<file path="src/rtl/uart_pkg.sv">
// Shared UART definitions: frame constants, FSM state encoding and baud divider math.
// Used by both uart_tx and the UART receiver.
package uart_pkg;

  localparam int unsigned UART_DATA_BITS  = 8;
  localparam logic        UART_IDLE_LEVEL = 1'b1;

  typedef enum logic [2:0] {
    IDLE   = 3'd0,
    START  = 3'd1,
    DATA   = 3'd2,
    PARITY = 3'd3,
    STOP   = 3'd4
  } uart_state_e;

  // Whole system clocks per line bit; callers must keep the result >= 2.
  function automatic int unsigned clks_per_bit(input int unsigned clk_hz,
                                               input int unsigned baud);
    return clk_hz / baud;
  endfunction

endpackage

</file>
<file path="src/rtl/uart_baud_tick.sv">
// Bit-period divider: counts 0..CLKS_PER_BIT-1 and flags the last count of each bit.
// Held at zero while clear is high so the first bit after a request starts aligned.
module uart_baud_tick #(
  parameter int unsigned CLKS_PER_BIT = 16
) (
  input  logic clk,
  input  logic rst,
  input  logic clear,
  output logic tick
);

  localparam int unsigned CNT_W = (CLKS_PER_BIT > 1) ? $clog2(CLKS_PER_BIT) : 1;
  localparam logic [CNT_W-1:0] LAST = CNT_W'(CLKS_PER_BIT - 1);

  logic [CNT_W-1:0] cnt_q;
  logic [CNT_W-1:0] cnt_d;

  // Wrap on the last count, which is also the bit boundary.
  always_comb begin
    cnt_d = cnt_q + CNT_W'(1);
    if (clear || (cnt_q == LAST)) begin
      cnt_d = '0;
    end
  end

  // tick is registered so it is high exactly while cnt_q sits on LAST.
  always_ff @(posedge clk or posedge rst) begin
    if (rst) begin
      cnt_q <= '0;
      tick  <= 1'b0;
    end else begin
      cnt_q <= cnt_d;
      tick  <= (cnt_d == LAST);
    end
  end

endmodule

</file>
<file path="src/rtl/uart_tx.sv">
// UART transmitter: one byte per accepted request as an 8N1/8N2 frame, or 8E1/8E2
// when UART_TX_PARITY_EN is defined. Tx, ready and done all come straight from flops.
module uart_tx
  import uart_pkg::*;
#(
  parameter int unsigned CLK_HZ    = 100_000_000,
  parameter int unsigned BAUD      = 9600,
  parameter int unsigned STOP_BITS = 1
) (
  input  logic       clk,
  input  logic       rst,
  input  logic [7:0] Din,
  input  logic       start,
  output logic       ready,
  output logic       Tx,
  output logic       done
);

  localparam int unsigned CLKS_PER_BIT = clks_per_bit(CLK_HZ, BAUD);
  localparam logic [2:0]  LAST_BIT     = 3'(UART_DATA_BITS - 1);
  localparam logic [2:0]  LAST_STOP    = 3'(STOP_BITS - 1);

  localparam logic [2:0] ST_IDLE   = IDLE;
  localparam logic [2:0] ST_START  = START;
  localparam logic [2:0] ST_DATA   = DATA;
`ifdef UART_TX_PARITY_EN
  localparam logic [2:0] ST_PARITY = PARITY;
`endif
  localparam logic [2:0] ST_STOP   = STOP;

  logic [2:0]                state_q, state_d;
  logic [UART_DATA_BITS-1:0] shift_q, shift_d;
  logic [2:0]                bit_q, bit_d;
  logic                      tx_d, ready_d, done_d;
  logic                      tick;
`ifdef UART_TX_PARITY_EN
  logic                      parity_q, parity_d;
`endif

  // Divider only runs inside a frame; IDLE keeps it cleared.
  uart_baud_tick #(
    .CLKS_PER_BIT(CLKS_PER_BIT)
  ) u_baud (
    .clk  (clk),
    .rst  (rst),
    .clear(state_q == ST_IDLE),
    .tick (tick)
  );

  always_comb begin
    state_d = state_q;
    shift_d = shift_q;
    bit_d   = bit_q;
    tx_d    = Tx;
    done_d  = 1'b0;
`ifdef UART_TX_PARITY_EN
    parity_d = parity_q;
`endif
    case (state_q)
      ST_IDLE: begin
        tx_d = UART_IDLE_LEVEL;
        if (start && ready) begin
          shift_d = Din;
          bit_d   = '0;
          state_d = ST_START;
          tx_d    = ~UART_IDLE_LEVEL;
`ifdef UART_TX_PARITY_EN
          parity_d = ^Din;
`endif
        end
      end
      ST_START: begin
        if (tick) begin
          state_d = ST_DATA;
          bit_d   = '0;
          tx_d    = shift_q[0];
        end
      end
      ST_DATA: begin
        if (tick) begin
          shift_d = {1'b0, shift_q[UART_DATA_BITS-1:1]};
          if (bit_q == LAST_BIT) begin
            bit_d = '0;
`ifdef UART_TX_PARITY_EN
            state_d = ST_PARITY;
            tx_d    = parity_q;
`else
            state_d = ST_STOP;
            tx_d    = UART_IDLE_LEVEL;
`endif
          end else begin
            bit_d = bit_q + 3'd1;
            tx_d  = shift_q[1];
          end
        end
      end
`ifdef UART_TX_PARITY_EN
      ST_PARITY: begin
        if (tick) begin
          state_d = ST_STOP;
          bit_d   = '0;
          tx_d    = UART_IDLE_LEVEL;
        end
      end
`endif
      // bit_q counts stop bits here.
      ST_STOP: begin
        tx_d = UART_IDLE_LEVEL;
        if (tick) begin
          if (bit_q == LAST_STOP) begin
            state_d = ST_IDLE;
            bit_d   = '0;
            done_d  = 1'b1;
          end else begin
            bit_d = bit_q + 3'd1;
          end
        end
      end
      default: begin
        state_d = ST_IDLE;
        bit_d   = '0;
        tx_d    = UART_IDLE_LEVEL;
      end
    endcase
    ready_d = (state_d == ST_IDLE);
  end

  always_ff @(posedge clk or posedge rst) begin
    if (rst) begin
      state_q <= ST_IDLE;
      shift_q <= '0;
      bit_q   <= '0;
      Tx      <= UART_IDLE_LEVEL;
      ready   <= 1'b1;
      done    <= 1'b0;
    end else begin
      state_q <= state_d;
      shift_q <= shift_d;
      bit_q   <= bit_d;
      Tx      <= tx_d;
      ready   <= ready_d;
      done    <= done_d;
    end
  end

`ifdef UART_TX_PARITY_EN
  always_ff @(posedge clk or posedge rst) begin
    if (rst) begin
      parity_q <= 1'b0;
    end else begin
      parity_q <= parity_d;
    end
  end
`endif

endmodule
</file>
<file path="config.mk">
export PLATFORM = sky130hd
export DESIGN_NAME = uart_tx
export DESIGN_NICKNAME = d
export VERILOG_FILES = /design/src/rtl/uart_pkg.sv /design/src/rtl/uart_baud_tick.sv /design/src/rtl/uart_tx.sv
export SDC_FILE = /design/constraint.sdc
export NUM_CORES = 1
export LEC_CHECK = 0
export BUFFER_PORTS_ARGS = -buffer_cell sky130_fd_sc_hd__buf_2
export CORE_UTILIZATION = 40
export CTS_BUF_LIST = sky130_fd_sc_hd__clkbuf_4 sky130_fd_sc_hd__clkbuf_8 sky130_fd_sc_hd__clkbuf_16
export CTS_CLUSTER_DIAMETER = 50
export CTS_CLUSTER_SIZE = 25
export DETAILED_ROUTE_END_ITERATION = 8
export SLEW_MARGIN = 0
export SYNTH_ARGS = -nofsm -noshare
export SYNTH_HDL_FRONTEND = slang
export SYNTH_SLANG_ARGS = --single-unit
</file>
<file path="constraint.sdc">
create_clock -name clk -period 4 [get_ports clk]
set_input_delay 0.2 -clock clk [delete_from_list [all_inputs] [get_ports clk]]
set_output_delay 0.2 -clock clk [all_outputs]
set_load 0.02 [all_outputs]
</file>
# == Yosys cells after proc, flatten, opt, wreduce, memory -nomap -nowiden ==
# Index checks and enable logic that the tools add are counted.
# word_totals
word_cells,55
input_bits,11
out_inout_bits,3
reg_bits,32
# op_classes
eq_ne,10
reduce_logical,9
muxes,26
n_addsub,2
# ops
cell,n
two-way mux 3 bit,12
== test 14 bit (second input constant),2
case mux 3 bit (4 select lines),2
two-way mux 8 bit,2
case mux 8 bit (2 select lines),1
adder 14 x 1 -> 14 bit (second input constant),1
two-way mux 14 bit,1
zero test 3 bit,3
two-way mux 1 bit,7
== test 3 bit (second input constant),2
inequality test 2 x 1 -> 1 bit (second input constant),3
AND reduction 4 bit,1
adder 3 x 1 -> 3 bit (second input constant),1
== test 3 x 1 -> 1 bit (second input constant),1
== test 3 x 2 -> 1 bit (second input constant),1
case mux 1 bit (3 select lines),1
AND reduction 3 bit,1
inequality test 2 bit (second input constant),1
AND reduction 2 bit,1
nonzero test 2 bit,1
logical AND 1 bit,1
logical OR 1 bit,1

# == Depth between registers and ports, before layout ==
# Gate-level depths: netlist of run 1.
# depth
depth_word,5
mapped_depth,6
mapped_depth_nobuf,6

# == Modules after synthesis ==
# A second synthesis of run 1 with hierarchy kept.
# hier_totals
cells_unflattened,192
hier_area_um2,1880.6
# modules_own_cells
mod,n_inst,cells_per_inst,seq_area_each_um2,area_each_um2
uart_tx,1,105,427.9,1038.5
uart_baud_tick,1,87,375.4,842.1

# == Worst setup path after synthesis of run 1 ==
# No wires, ideal clock.
# synth_timing
kind,reg2reg
startpoint,reg u_baud.cnt_q[0]
endpoint,reg u_baud.tick
setup_time_ns,0.132
n_path_buf,0
path_slack_ns,2.421
arrival_ns,1.448
path_stages_with_launch,6
synth_period_minus_slack_ns,1.579
t_required_ns,3.868
path_cell_list,dfrtp_1 ha_1 nand3_1 or4_1 nand4_1 a221oi_2
# synth_between
elab_chain_len,4
word_cells_on_any_way,5
classes_between,1 x add/sub; 2 x eq/ne; 1 x mux; 1 x reduce/logical
# synth_rtl
item,line_no,text
"start, declared",uart_baud_tick.sv:15,logic [CNT_W-1:0] cnt_q;
"start signal, assigned",uart_baud_tick.sv:32,cnt_q <= cnt_d;
"parallel branches: the longest is 2 deep, another holds adder 14 x 1 -> 14 bit",-,
two-way mux 14 bit (*),uart_baud_tick.sv:21,if (clear || (cnt_q == LAST)) begin
== test 14 bit (*),uart_baud_tick.sv:33,tick <= (cnt_d == LAST);
"end signal, assigned",uart_baud_tick.sv:33,
"end, declared",uart_baud_tick.sv:9,output logic tick
# Every way passes the cells marked *.
# A chain may end at the register's enable or synchronous reset.

# == Worst setup path in the final report of run 1 ==
# layout_timing
startpoint,reg u_baud.cnt_q[3]
endpoint,reg u_baud.tick
# The elaborated chain is that of the path after synthesis.

==> flow_summary.yaml, run 1 <==
outcome:
  status: "complete, but fails checks"
  violations: "hold timing"
place:
  pre_cts_ws_ns: 2.14
  dpl.hpwl_microns: 2400
  placed_cells_incl_taps: 248
  gp_congestion: 0.883
  port_buffers: 13
global_routing:
  grt_pass1_vias: 1443
  grt_overflow_total: 0
  grt_start_max_net_pins: 33
  grt_usage_pct: 16.8
  antenna_found_initial: 0
  grt_pass1_wl_microns: 6420
sta:
  layout_min_cycle_time_ns: 1.89
  holdWs_ns: -0.00986
  max_freq_ghz: 0.528
  tightest_slew_ns: 0.596
  rsz0062_at_grt: "no"
  layout_setup_ws_ns: 2.11
  setup_tns_ns: 0
  slew_viol_final: 0
  final.setup_skew_ns: 0.00454
  finalSetupViolCount: 0
  finalHoldViolCount: 16
  max-slew-margin-rel_pct: 60.2
  period_share_pct: 47.3
clock_network:
  postCtsHoldBufs: 0
  tritoncts: "yes"
  clk_latency_ns: 0.28
  cts-resized-gates: 0
  cts_buffers: 5
  clk_pin_slew_ns: 0.07
  post_cts_buffers: 0
  clockBufferDepth: 2
  cts_sinks: 32
  htree_levels: 2
  clock-root-buffer: "clkbuf_8"
yosys:
  yosys.area.top_type_share_pct: 41.3
  synth_seq_area_share_pct: 44.2
  yosysWarningCount: 0
  synthArstFlopShare_pct: 100
  yosysTopAreaCell: "dfrtp_1"
  syn_inst: 192
  synth-seq-cells: 32
  avgSynthCellArea_sq_um: 9.48
  dominantRegCellSynth: "dfrtp_1"
  syn-num-nets: 207
  synth-edff-count: 0
  netlist_area_sq_um: 1820
  synthTopCellsByArea: "dfrtp_1 41%, mux2i_1 4.4%, nor2_1 3.9%, xnor2_1 3.9%, nand2_1 3.5%"
  synth_cell_types: 46
layout:
  multiInputGateArea_sq_um: 926
  area_growth_syn_to_layout_pct: 10.0
  final_common_cell: "dfrtp_1"
  drive_gt1_share_pct: 16.2
  diodes: 0
  final_cells: 256
  final_core_util_pct: 46.0
  final_cell_mix: "30 x dfrtp_1, 19 x nor2_1, 17 x nand2_1"
  seq_area_sq_um: 803
  num-nets-final: 218
  fillers: 420
die:
  ios: 14
  dieWidth_microns: 69.4
  core_area_sq_um: 4350
  initial_core_util_pct: 41.8
  placementRows: 24
  dieArea_sq_um: 4820
  fp.dieH_microns: 69.4
pwr:
  vdd_drop_max_mv: 0.217
  p_total_w: 0.000608
  power_density_nw_per_um2: 304
  p_leak_nw: 0.851
worst_setup_path:
  path_depth: 4
  startpoint: "u_baud.cnt_q[3]"
  r2r-start: "u_baud.cnt_q[3]"
  worst_r2r_endpoint: "u_baud.tick"
  crit_type: "reg -> reg"
  critPathMaxFanout: 12
  crit_path_end: "u_baud.tick"
  critPathMostFrequentCell: "nand4_1"
  critPathSlowestCell: "or4_1"
  crit_arrival_ns: 2.05
  cpLargestDelayFamily: "simple AND/OR/NAND/NOR gates"
  cp_cell_sequence: "nand4_1 > or4_1 > nand4_1 > a221oi_2"
  r2r_slack_ns: 2.11
  r2r_cells: 4
  cpPeakStageDelay_ns: 0.69
  cp-end-kind: "flop"
  start_kind: "flop"
  crit_required_ns: 4.15
  path_buf_inv: 0
route:
  routed_wirelength_microns: 3370
  vias: 1364
  drtIter0Drc: 74
  remaining_drc_errors: 0
  wl_per_cell_microns: 13.2
  vias_per_cell: 5.33
  antenna_left: 0
  dr.pass1.iters: 4
run:
  maxCapViolCount: 0
worst_hold_path:
  hold_class: "in -> async"
[state kept, by name, indices dropped and copies added (netlist names)]
signal        count
u_baud.tick       1
ready             1
state_q           3
u_baud.cnt_q     14
Tx                1
bit_q             3
done              1
shift_q           8
[where the power goes]
group          leakage [nW]  internal, W  switching (W)  total [W]
Sequential            0.410     0.000324              0   0.000324
Clock                0.0523     0.000154       0.000116   0.000270
Combinational         0.389   0.00000526     0.00000905  0.0000143
[through the flow]
stage / hold WS, ns / instance area (sq um)
floorplan: 0.315 / 1820
global placement: 0.308 / 1900
detailed placement: 0.318 / 1900
CTS: 0.00760 / 2000
global route: 0.0327 / 2000
finish: -0.00986 / 2000
[metal layers]
layer | track usage [%] | up-vias | routed length, microns
li1 | - | 700 | -
met2 | 26.9 | 15 | 1600
met3 | 3.49 | 8 | 86
met1 | 21.7 | 641 | 1610
met5 | 0 | - | 0
met4 | 8.39 | 0 | 75
[cell usage after synthesis (2+ instances only)]
cell type,count
nand2_1,17
nand4_1,7
nor2b_1,3
o21ai_1,2
ha_1,4
clkbuf_2,2
nand2b_1,7
nand3b_1,2
a21oi_1,8
o21ai_0,7
dfstp_2,2
o31ai_2,2
a21o_1,3
nor4_1,2
mux2i_1,8
inv_1,8
nor3_1,9
a211oi_1,2
o211ai_1,2
buf_2,7
dfrtp_1,30
buf_4,2
or4_1,2
xor2_1,4
xnor2_1,8
nand3_1,4
nor2_1,19
[how the worst min path moves through the flow]
stage          start         endpoint  slack [ns]
3_5_place_dp     rst       shift_q[5]        0.32
2_1_floorplan    rst         bit_q[0]        0.31
3_3_place_gp     rst  u_baud.cnt_q[5]        0.31
4_1_cts          rst  u_baud.cnt_q[4]       0.008
6_report         rst       shift_q[5]       -0.01
5_1_grt          rst  u_baud.cnt_q[4]        0.03
[area by class of cell]
type | count | area share, %
multi-input combinational | 141 | 46.3
sequential | 32 | 40.1
clock buffer | 8 | 4.87
timing repair buffer | 15 | 4.00
tap | 52 | 3.25
inverter | 8 | 1.50
[tightest hold or removal path, stage by stage]
cell and delay [ns]:
buf_2 0.09, inv_1 0.04, buf_4 0.36
[logic make-up after synthesis]
group	count (synthesis)	synth area share, %
multiplexers	9	5.02
AND/OR/NAND/NOR	83	24.2
buffers and inverters	19	4.95
flip-flops	32	44.2
AO/OA/AOI/OAI	33	13.1
XOR/XNOR	12	5.78
adder cells (fa/ha/maj)	4	2.75
Power figures use the tool's default switching activity.
==> inputs of run 2 (changes only) <==
==> constraint.sdc (replaced) <==
create_clock -name clk -period 1.6 [get_ports clk]
set_input_delay 0.08 -clock clk [delete_from_list [all_inputs] [get_ports clk]]
set_output_delay 0.08 -clock clk [all_outputs]
set_load 0.02 [all_outputs]
==> run 2 against run 1 <==
  * The run now ends clean
  * Sequential cell count unchanged
  * Worst hold slack better by 0.081 ns
  * Die area stayed put
  * Core utilization increased by 6.0 points
  * Power increased by 150%
  * Critical path type unchanged
  * Sequential share of layout area down 4.5 points
  * Highest routed layer unchanged
  * Largest power group unchanged
  * Combinational power rose to 2.7 times the previous value
==> flow_summary.yaml, run 2 (synthesis gave the netlist of run 1 again) <==
sta:
  layout_min_cycle_time_ns: 1.55
  max_freq_ghz: 0.644
  max-slew-margin-rel_pct: 71.2
  finalHoldViolCount: 0
  slew_viol_final: 0
  period_share_pct: 97.0
  final.setup_skew_ns: 0.00474
  holdWs_ns: 0.0716
  finalSetupViolCount: 0
  tightest_slew_ns: 0.432
layout:
  stdcell_area_sq_um: 2260
  drive_gt1_share_pct: 28.8
  final_common_cell: "dfrtp_1"
  largest_register: "u_baud.cnt_q"
  area_growth_syn_to_layout_pct: 24.5
  largest_reg_flops: 14
  fillers: 405
  num-nets-final: 240
  largestRegisters: "u_baud.cnt_q (14), shift_q (8)"
  final_cell_mix: "27 x dfrtp_1, 23 x buf_4, 19 x nor2_1"
  diodes: 0
  final_core_util_pct: 52.0
die:
  core_area_sq_um: 4350
  initial_core_util_pct: 41.8
  fp.dieH_microns: 69.4
  placementRows: 24
  ios: 14
  dieArea_sq_um: 4820
  dieWidth_microns: 69.4
worst_setup_path:
  r2r-start: "u_baud.cnt_q[6]"
  crit_arrival_ns: 1.71
  critPathMaxFanout: 5
  worst_r2r_endpoint: "u_baud.tick"
  crit_type: "reg -> reg"
  crit_required_ns: 1.75
  r2r_cells: 4
  r2r_slack_ns: 0.05
  startpoint: "u_baud.cnt_q[6]"
  cp-end-kind: "flop"
  start_kind: "flop"
place:
  dpl.hpwl_microns: 2680
  gp_congestion: 0.872
  place_area_sq_um: 2050
  port_buffers: 13
global_routing:
  grt_pass1_wl_microns: 6890
  grt_pass1_vias: 1548
  grt_usage_pct: 18.0
  grt_overflow_total: 0
  antenna_found_initial: 0
  grt_start_max_net_pins: 33
route:
  vias_per_cell: 5.26
  antenna_left: 0
  wl_per_cell_microns: 14.1
  remaining_drc_errors: 0
  dr.pass1.iters: 4
  routed_wirelength_microns: 3930
  vias: 1462
  drtIter0Drc: 75
pwr:
  p_seq_share_pct: 53.4
  power.internal_w: 0.00121
  switching_share_pct: 20.3
  vdd_drop_max_mv: 0.505
  p_clk_share_pct: 44.1
  p_leak_nw: 0.962
  power_density_nw_per_um2: 670
  p_comb_share_pct: 2.5
  power.switching_w: 0.000308
clock_network:
  cts_buffers: 5
  clk_latency_ns: 0.28
  clock-root-buffer: "clkbuf_8"
  clockBufferDepth: 2
  htree_levels: 2
  tritoncts: "yes"
  cts_sinks: 32
  clk_pin_slew_ns: 0.06
worst_hold_path:
  hold_class: "in -> reg"
  worstHoldStart: "Din[7]"
  hold_end: "shift_q[7]"
  holdPathStages: 3
outcome:
  status: "finished clean"
run:
  maxCapViolCount: 0
run 2: area by class of cell:
class                           instances  area (sq um)  share of cell area (%)
Multi-Input combinational cell        141          1020                    44.9
Clock buffer                            8          97.6                    4.31
Sequential cell                        32           807                    35.6
Timing Repair Buffer                   37           248                    10.9
Inverter                                8          30.0                    1.33
Tap cell                               52          65.1                    2.87
run 2: worst max-delay path, cell delays in order (launching register included):
cell      delay (ns)
dfrtp_1         0.35
nand4_1         0.27
or4_1           0.60
nand3b_1        0.14
a221oi_2        0.07
run 2: repair_timing:
| action | in CTS | in global routing |
|---|---|---|
| setup endpoints to repair | 1 | 12 |
| gates resized for setup | 2 | 15 |
| buffers inserted | 0 | 1 |
| hold endpoints to repair | 30 | 0 |
| pin swaps | 0 | 4 |
| hold buffers | 1 | 0 |
run 2: power by group through the flow:
stage | Combinational, W | Clock, W | Sequential [W]
2_1_floorplan | 0.0000163 | 0 | 0.000824
3_3_place_gp | 0.0000368 | 0 | 0.000824
3_5_place_dp | 0.0000376 | 0 | 0.000824
4_1_cts | 0.0000396 | 0.000692 | 0.000809
5_1_grt | 0.0000451 | 0.000735 | 0.000808
6_report | 0.0000386 | 0.000669 | 0.000809
run 2: worst max path at each step:
stage          cells past startpoint          end
2_1_floorplan                      5  u_baud.tick
3_3_place_gp                       5  u_baud.tick
3_5_place_dp                       5  u_baud.tick
4_1_cts                            5  u_baud.tick
5_1_grt                            4   shift_q[3]
6_report                           4  u_baud.tick
run 2: stage by stage:
| stage | instances | TNS (ns) | power (W) | setup WS, ns |
|---|---|---|---|---|
| after floorplan | 192 | 0 | 0.000840 | 0.0206 |
| after global placement | 268 | -0.00507 | 0.000861 | -0.00507 |
| after detailed placement | 268 | -0.0120 | 0.000862 | -0.0120 |
| after CTS | 277 | 0 | 0.00154 | 0.0567 |
| after global routing | 278 | -0.0199 | 0.00159 | -0.0114 |
| final | 278 | 0 | 0.00152 | 0.0475 |
run 2: routing by layer:
layer / vias to the layer above / GRT usage (%) / wire, microns
met2: 21 / 29.3 / 1920
met3: 4 / 3.78 / 150
met4: 0 / 7.48 / 37
li1: 745 / - / -
met1: 692 / 23.2 / 1830
met5: - / 0 / 0
==> inputs of run 3 (changes only) <==
--- a/config.mk
+++ b/config.mk
@@ -11,6 +11,7 @@
 export CTS_CLUSTER_DIAMETER = 50
 export CTS_CLUSTER_SIZE = 25
 export DETAILED_ROUTE_END_ITERATION = 8
+export RECOVER_POWER = 50
 export SLEW_MARGIN = 0
 export SYNTH_ARGS = -nofsm -noshare
 export SYNTH_HDL_FRONTEND = slang
==> run 3 against run 2 <==
  * Fmax rose by 0.37%
  * Critical endpoint unchanged
  * Largest cell class unchanged
  * Final cell count did not move
  * Register-to-register slack barely moved
  * Highest routed layer unchanged
==> flow_summary.yaml, run 3 (synthesis gave the netlist of run 1 again) <==
outcome:
  status: "finished clean"
die:
  fp.dieH_microns: 69.4
  initial_core_util_pct: 41.8
  placementRows: 24
  dieWidth_microns: 69.4
  ios: 14
  dieArea_sq_um: 4820
  core_area_sq_um: 4350
worst_setup_path:
  cp_cell_sequence: "nand4_1 > or4_1 > nand3b_1 > a221oi_2"
  crit_required_ns: 1.75
  startpoint: "u_baud.cnt_q[6]"
  cp-end-kind: "flop"
  crit_type: "reg -> reg"
  start_kind: "flop"
  crit_path_end: "u_baud.tick"
  critPathSlowestCell: "or4_1"
  r2r_slack_ns: 0.05
  cpPeakStageDelay_ns: 0.59
  worst_r2r_endpoint: "u_baud.tick"
  r2r_cells: 4
  critPathMaxFanout: 5
  crit_arrival_ns: 1.70
  r2r-start: "u_baud.cnt_q[6]"
layout:
  area_growth_syn_to_layout_pct: 24.3
  stdcell_area_sq_um: 2260
  num-nets-final: 240
  final_common_cell: "dfrtp_1"
  final_core_util_pct: 52.0
  largestRegisters: "u_baud.cnt_q (14), shift_q (8)"
  largest_reg_flops: 14
  diodes: 0
  fillers: 405
  largest_register: "u_baud.cnt_q"
  final_cell_mix: "27 x dfrtp_1, 22 x buf_4, 19 x nor2_1"
  drive_gt1_share_pct: 28.8
run:
  maxCapViolCount: 0
pwr:
  vdd_drop_max_mv: 0.504
  power_density_nw_per_um2: 670
  p_total_w: 0.00152
  p_leak_nw: 0.961
sta:
  setup_tns_ns: 0
  final.setup_skew_ns: 0.00522
  max-slew-margin-rel_pct: 47.8
  slew_viol_final: 0
  layout_setup_ws_ns: 0.0533
  layout_min_cycle_time_ns: 1.55
  max_freq_ghz: 0.647
  tightest_slew_ns: 0.783
  finalSetupViolCount: 0
  period_share_pct: 96.7
  finalHoldViolCount: 0
global_routing:
  grt_usage_pct: 18.0
  grt_overflow_total: 0
  antenna_found_initial: 0
  grt_pass1_wl_microns: 6890
  grt_start_max_net_pins: 33
  grt_pass1_vias: 1548
place:
  dpl.hpwl_microns: 2680
  pre_cts_ws_ns: -0.0120
  gp_congestion: 0.872
  place_area_sq_um: 2050
  port_buffers: 13
worst_hold_path:
  hold_class: "in -> reg"
  holdPathStages: 3
route:
  vias: 1467
  dr.pass1.iters: 4
  wl_met3_microns: 135
  vias_per_cell: 5.28
  remaining_drc_errors: 0
  drt-met1-wl_microns: 1840
  wl_met2_microns: 1910
  wl_per_cell_microns: 14.1
  antenna_left: 0
  drtIter0Drc: 75
  top_layer_used: "met4"
  routed_wirelength_microns: 3930
clock_network:
  cts_sinks: 32
  tritoncts: "yes"
  clockBufferDepth: 2
  cts_buffers: 5
  clk_latency_ns: 0.28
  htree_levels: 2
  clk_pin_slew_ns: 0.06
  clock-root-buffer: "clkbuf_8"
-- run 3: layer usage --
metal  GRT usage (%)  up-vias
met2            29.3       23
met5               0        -
li1                -      743
met3            3.78        4
met1            23.2      697
met4            7.48        0
-- run 3: final cells by class --
class / count / area [sq um] / area share (%)
inverters: 8 / 30.0 / 1.33
flip-flops and latches: 32 / 807 / 35.7
clock buffers: 8 / 97.6 / 4.31
multi-input cells: 141 / 1020 / 45.0
well taps: 52 / 65.1 / 2.88
repair buffers: 37 / 245 / 10.8
-- run 3: worst min path at each step --
stage	endpoint	slack, ns	startpoint
after floorplan	bit_q[0]	0.19	rst
after global placement	u_baud.cnt_q[4]	0.18	rst
after detailed placement	u_baud.cnt_q[4]	0.19	rst
after CTS	shift_q[7]	0.06	Din[7]
after global routing	shift_q[7]	0.09	Din[7]
final	shift_q[7]	0.07	Din[7]
-- run 3: stage by stage --
stage / hold WS [ns] / std cells
floorplan: 0.195 / 192
global placement: 0.184 / 268
detailed placement: 0.193 / 268
CTS: 0.0635 / 277
global route: 0.0905 / 278
finish: 0.0714 / 278
-- run 3: where the power goes --
group / switching [W] / leakage [nW] / internal, W / total [W]
registers: 0 / 0.406 / 0.000809 / 0.000809
logic: 0.0000238 / 0.502 / 0.0000140 / 0.0000377
clock network: 0.000285 / 0.0523 / 0.000384 / 0.000669
total: 0.000308 / 0.961 / 0.00121 / 0.00152
-- run 3: repair_timing --
action | 4_1_cts | 5_1_grt
endpoints found under the setup margin | 1 | 12
pin swaps | 0 | 4
resized for setup | 2 | 15
endpoints found under the hold margin | 30 | 0
hold buffers | 1 | 0
buffers inserted | 0 | 1
-- run 3: worst max-delay path, delay by kind of cell (launching register included) --
| kind | cells | cell delay [ns] |
|---|---|---|
| AO/OA/AOI/OAI | 1 | 0.07 |
| flip-flops | 1 | 0.35 |
| AND/OR/NAND/NOR | 3 | 1.00 |
